$ cat config.mk
export PLATFORM = sky130hd
export DESIGN_NAME = end_screen_half_color_encoder
export DESIGN_NICKNAME = d
export VERILOG_FILES = /design/src/rtl/end_screen_half_color_encoder.sv
export SDC_FILE = /design/constraint.sdc
export NUM_CORES = 1
export LEC_CHECK = 0
export ABC_AREA = 1
export BUFFER_PORTS_ARGS = -buffer_cell sky130_fd_sc_hd__buf_4
export CAP_MARGIN = 25
export CORE_MARGIN = 2
export CORE_UTILIZATION = 47
export DETAILED_ROUTE_END_ITERATION = 10
export GPL_TIMING_DRIVEN = 0
export HOLD_SLACK_MARGIN = 0.02
export PLACE_DENSITY = 0.73
export SLEW_MARGIN = 10
export SYNTH_ARGS = -nofsm -noshare
export SYNTH_HDL_FRONTEND = slang
export SYNTH_SLANG_ARGS = --single-unit
$ cat constraint.sdc
create_clock -name Clk -period 15.75 [get_ports Clk]
set_input_delay 2.3625 -clock Clk [delete_from_list [all_inputs] [get_ports Clk]]
set_output_delay 2.3625 -clock Clk [all_outputs]
set_load 0.02 [all_outputs]
$ cat src/rtl/end_screen_half_color_encoder.sv
`timescale 1ns/1ps
// end_screen_half_color_encoder
// Encodes a 12-bit {R,G,B} pixel into the index of the nearest entry (L1
// distance) of a loadable 16-entry palette. The search is sequential, one
// entry per clock, with valid/ready handshakes on input and output.
//
// Ports:
//   Clk, Reset           clock (rising edge), synchronous active-high reset
//   wr_en/wr_addr/wr_data palette write port, honoured only while idle
//   busy                 high whenever the encoder is not idle
//   in_valid/in_ready/in_rgb      pixel input handshake
//   out_valid/out_ready           result handshake
//   out_index/out_dist            winning index and its L1 distance
module end_screen_half_color_encoder #(
    parameter int NUM_ENTRIES = 16,
    parameter int IDX_W       = 4,
    parameter bit EXACT_EXIT  = 1'b1
) (
    input  logic             Clk,
    input  logic             Reset,
    input  logic             wr_en,
    input  logic [IDX_W-1:0] wr_addr,
    input  logic [11:0]      wr_data,
    output logic             busy,
    input  logic             in_valid,
    output logic             in_ready,
    input  logic [11:0]      in_rgb,
    output logic             out_valid,
    input  logic             out_ready,
    output logic [IDX_W-1:0] out_index,
    output logic [5:0]       out_dist
);

    typedef enum logic [1:0] {
        S_IDLE   = 2'd0,
        S_SEARCH = 2'd1,
        S_DONE   = 2'd2
    } state_t;

    localparam logic [IDX_W-1:0] LAST_IDX = IDX_W'(NUM_ENTRIES - 1);

    state_t           state_q, state_d;
    logic [11:0]      pal_q [NUM_ENTRIES];
    logic [11:0]      pal_d [NUM_ENTRIES];
    logic [11:0]      pix_q, pix_d;
    logic [IDX_W-1:0] idx_q, idx_d;
    logic [5:0]       best_dist_q, best_dist_d;
    logic [IDX_W-1:0] best_idx_q, best_idx_d;
    logic [IDX_W-1:0] out_index_q, out_index_d;
    logic [5:0]       out_dist_q, out_dist_d;

    function automatic logic [4:0] abs_diff(input logic [3:0] a, input logic [3:0] b);
        return (a >= b) ? {1'b0, a - b} : {1'b0, b - a};
    endfunction

    // Distance of the entry under test from the latched pixel
    logic [11:0]      cur_entry;
    logic [5:0]       cur_dist;
    logic             better;
    logic [5:0]       win_dist;
    logic [IDX_W-1:0] win_idx;

    assign cur_entry = pal_q[idx_q];
    assign cur_dist  = 6'(abs_diff(cur_entry[11:8], pix_q[11:8]))
                     + 6'(abs_diff(cur_entry[7:4],  pix_q[7:4]))
                     + 6'(abs_diff(cur_entry[3:0],  pix_q[3:0]));
    // Strict compare: on a tie the earlier (lower) index stays the winner
    assign better    = cur_dist < best_dist_q;
    assign win_dist  = better ? cur_dist : best_dist_q;
    assign win_idx   = better ? idx_q    : best_idx_q;

    always_comb begin
        state_d     = state_q;
        pal_d       = pal_q;
        pix_d       = pix_q;
        idx_d       = idx_q;
        best_dist_d = best_dist_q;
        best_idx_d  = best_idx_q;
        out_index_d = out_index_q;
        out_dist_d  = out_dist_q;
        case (state_q)
            S_IDLE: begin
                // A write in the accept cycle lands before the first compare
                if (wr_en) pal_d[wr_addr] = wr_data;
                if (in_valid) begin
                    pix_d       = in_rgb;
                    idx_d       = '0;
                    best_dist_d = 6'd63;
                    best_idx_d  = '0;
                    state_d     = S_SEARCH;
                end
            end
            S_SEARCH: begin
                best_dist_d = win_dist;
                best_idx_d  = win_idx;
                if (idx_q == LAST_IDX || (EXACT_EXIT && cur_dist == 6'd0)) begin
                    out_index_d = win_idx;
                    out_dist_d  = win_dist;
                    state_d     = S_DONE;
                end else begin
                    idx_d = idx_q + 1'b1;
                end
            end
            S_DONE: begin
                if (out_ready) state_d = S_IDLE;
            end
            default: state_d = S_IDLE;
        endcase
    end

    always_ff @(posedge Clk) begin
        if (Reset) begin
            state_q     <= S_IDLE;
            for (int i = 0; i < NUM_ENTRIES; i++) pal_q[i] <= 12'h000;
            pix_q       <= 12'h000;
            idx_q       <= '0;
            best_dist_q <= 6'd63;
            best_idx_q  <= '0;
            out_index_q <= '0;
            out_dist_q  <= 6'd0;
        end else begin
            state_q     <= state_d;
            pal_q       <= pal_d;
            pix_q       <= pix_d;
            idx_q       <= idx_d;
            best_dist_q <= best_dist_d;
            best_idx_q  <= best_idx_d;
            out_index_q <= out_index_d;
            out_dist_q  <= out_dist_d;
        end
    end

    assign busy      = (state_q != S_IDLE);
    assign in_ready  = (state_q == S_IDLE) && !Reset;
    assign out_valid = (state_q == S_DONE);
    assign out_index = out_index_q;
    assign out_dist  = out_dist_q;

endmodule
==> results.toml <==
[critical_path]
slowest_stage = "o21ai_0"
path_max_fanout = 10
crit_path_end_kind = "flip-flop"
cp.required_ns = 16.15
crit_type = "flip-flop to flip-flop"
worstPathArrival_ns = 6.65
critPathLaunchType = "flip-flop"
critPathMaxStageDelay_ns = 0.45
crit_path_frequent_cell = "nand2_1"

[power]
p_per_area_nw_per_um2 = 240.1
ir_drop_uv = 260.9
p_leak_uw = 0.005801
power_uw = 3118

[clocking]
cts_buffers = 25
cts_setup_buffers = 0
clockBufferDepth = 3
path_clk_slew_ns = 0.07
cts_root_buf = "clkbuf_16"
cts_tree = "built"
cts_resized = 0
h-tree-depth = 1
holdBufCountCts = 0
clock_latency_ns = 0.55
clock-sinks = 230

[timing]
fin_skew_ns = 0.02064
slew_headroom_pct = 47.00
tns_ns = 0
max_freq_mhz = 159.9
maxSlewViolCount = 0
period_needed_ns = 6.252
tightestPinTransition_ns = 0.7950
hold_viol_final = 0
rsz0062_at_grt = "false"
setup_viol = 0
period_share_pct = 39.70

[floorplan]
die-width_um = 160.2
rows = 57
start_util_pct = 47.54
ioPinCount = 46
die_area_um2 = 25650
coreArea_um2 = 24110
fp.dieH_um = 160.2

[synthesis]
yosys.cell_types.count = 39
syn_area_per_cell_um2 = 7.022
synth_cells = 1632
seq_area_frac_synth_pct = 40.18
async_flop_share_pct = 0
synth_nets = 1706
yosys_warnings = 0
syn-cell-area_um2 = 11460
synth_edf_count = 0
ys_dominant_reg_cell = "dfxtp_1"
ys_ff_latch = 230

[run_status]
outcome = "complete, no violations"

[final_layout]
multi_input_area_um2 = 5879
fin_nets = 1778
seq_area_um2 = 4604
drive_above_1_share_pct = 11.69
fillCellCount = 2339
antennaDiodeCount = 0
syn2layout_area_growth_pct = 13.31

[drt]
post-route-drc-count = 0
routed_via_density = 5.573
vias = 11390
wl_per_cell_um = 17.80
drt-initial-drc-count = 1366
first_pass_iters = 6
ant_nets = 0
routed_wl_um = 36390

[placed_design]
dpl.hpwl_um = 25750
port_buffers = 45
gp_congestion = 0.9475

[global_route]
grt_usage_pct = 27.94
grt_pass1_vias = 10640
grt_max_degree = 14
globalRouteOverflowTotal = 0
grt_pass1_wl_um = 57140
grt_antenna_before_repair = 0

[worst_hold_path]
hp-class = "flip-flop to flip-flop"

[job]
maxCapViolCount = 0
==> flip-flops by register name, indices dropped and copies added, names as in the netlist <==
| register | cells |
|---|---|
| state_q | 2 |
| pix_q | 12 |
| pal_q | 192 |
| out_index | 4 |
| best_dist_q | 6 |
| out_dist | 6 |
| idx_q | 4 |
| best_idx_q | 4 |
==> synth_stat cells (3+ instances only) <==
cell        n  area share, %
nor2_1    531             17
o21ai_0   280             12
dfxtp_1   230             40
nand2_1   124            4.1
inv_1      71            2.3
clkbuf_1   51            1.7
o21ai_1    46            2.0
a21oi_1    41            1.8
buf_2      31            1.4
ha_1       30            3.3
buf_4      27            1.8
nand3_1    26            1.1
o22ai_1    24            1.3
inv_2      22           0.72
o211ai_1   18            1.2
nor2_4     13            1.3
fa_1       11            1.9
a31oi_2     7           0.76
xor2_1      7           0.54
o221ai_1    6           0.46
buf_6       5           0.49
buf_1       4           0.13
a211oi_1    3           0.20
nand2_4     3           0.29
==> stage by stage <==
stage	utilization [%]	setup WS [ns]	std cells	hold slack (ns)	area [µm²]
floorplan	-	10.54	1632	0.4353	11460
global placement	50.62	9.806	2001	0.4475	12200
detailed placement	50.62	9.708	2001	0.4517	12200
CTS	53.87	9.616	2044	0.4667	12990
global route	53.87	8.959	2044	0.4798	12990
finish	53.87	9.498	2044	0.4659	12990
==> layer usage <==
metal | share of wire, % | GRT usage (%) | vias up
met5 | 0 | 0 | -
met4 | 4.3 | 10.81 | 0
met3 | 9.1 | 4.312 | 110
met2 | 45 | 45.87 | 582
met1 | 41 | 37.10 | 5258
li1 | - | - | 5442
==> final cells by class <==
| type | instances | share of cell area, % |
|---|---|---|
| multi-input combinational | 1190 | 45.28 |
| sequential | 230 | 35.46 |
| clock buffer | 34 | 5.309 |
| buffer | 118 | 4.779 |
| tap | 324 | 3.122 |
| inverter | 94 | 2.737 |
| timing repair buffer | 45 | 2.602 |
| clock inverter | 9 | 0.7130 |
==> worst max-delay path, delay by kind of cell (launching register included) <==
| kind | cells | cell delay [ns] |
|---|---|---|
| buf+inv | 8 | 1.06 |
| flops | 1 | 0.42 |
| compound gates | 8 | 1.42 |
| mux | 1 | 0.29 |
| fa+ha+maj | 6 | 1.89 |
| simple gates | 11 | 1.02 |
==> power by group <==
part,internal [µW],switching (µW),total [µW]
clock,324,248,572
sequential,636,29.8,666
combinational,668,1210,1880
==> worst paths after layout <==
path / startpoint / endpoint / slack, ns / cells past startpoint
worst max-delay path: idx_q[0] / best_dist_q[3] / 9.50 / 34
worst min-delay path: best_idx_q[0] / best_idx_q[0] / 0.47 / 2
worst min register to register: best_idx_q[0] / best_idx_q[0] / 0.47 / 2
worst max register to register: idx_q[0] / best_dist_q[3] / 9.50 / 34
==> cells by family (layout without fill, tap and decap cells) <==
| kind of cell | after synthesis | count (layout) | synth area share (%) |
|---|---|---|---|
| XOR/XNOR | 9 | 9 | 0.6879 |
| multiplexers | 3 | 3 | 0.2730 |
| AND/OR/NAND/NOR | 708 | 708 | 24.95 |
| adder cells (fa/ha/maj) | 41 | 41 | 5.197 |
| buffers and inverters | 212 | 300 | 8.516 |
| AO/OA/AOI/OAI | 429 | 429 | 20.20 |
| flip-flops | 230 | 230 | 40.18 |
==> cells in the final DEF, fill, tap and decap left out, types with 31 or more instances in the layout <==
| cell | n |
|---|---|
| dfxtp_1 | 230 |
| buf_4 | 72 |
| o21ai_1 | 46 |
| o21ai_0 | 280 |
| buf_2 | 31 |
| clkbuf_1 | 57 |
| nand2_1 | 124 |
| inv_1 | 71 |
| nor2_1 | 531 |
| a21oi_1 | 41 |
Power figures use the tool's default switching activity.
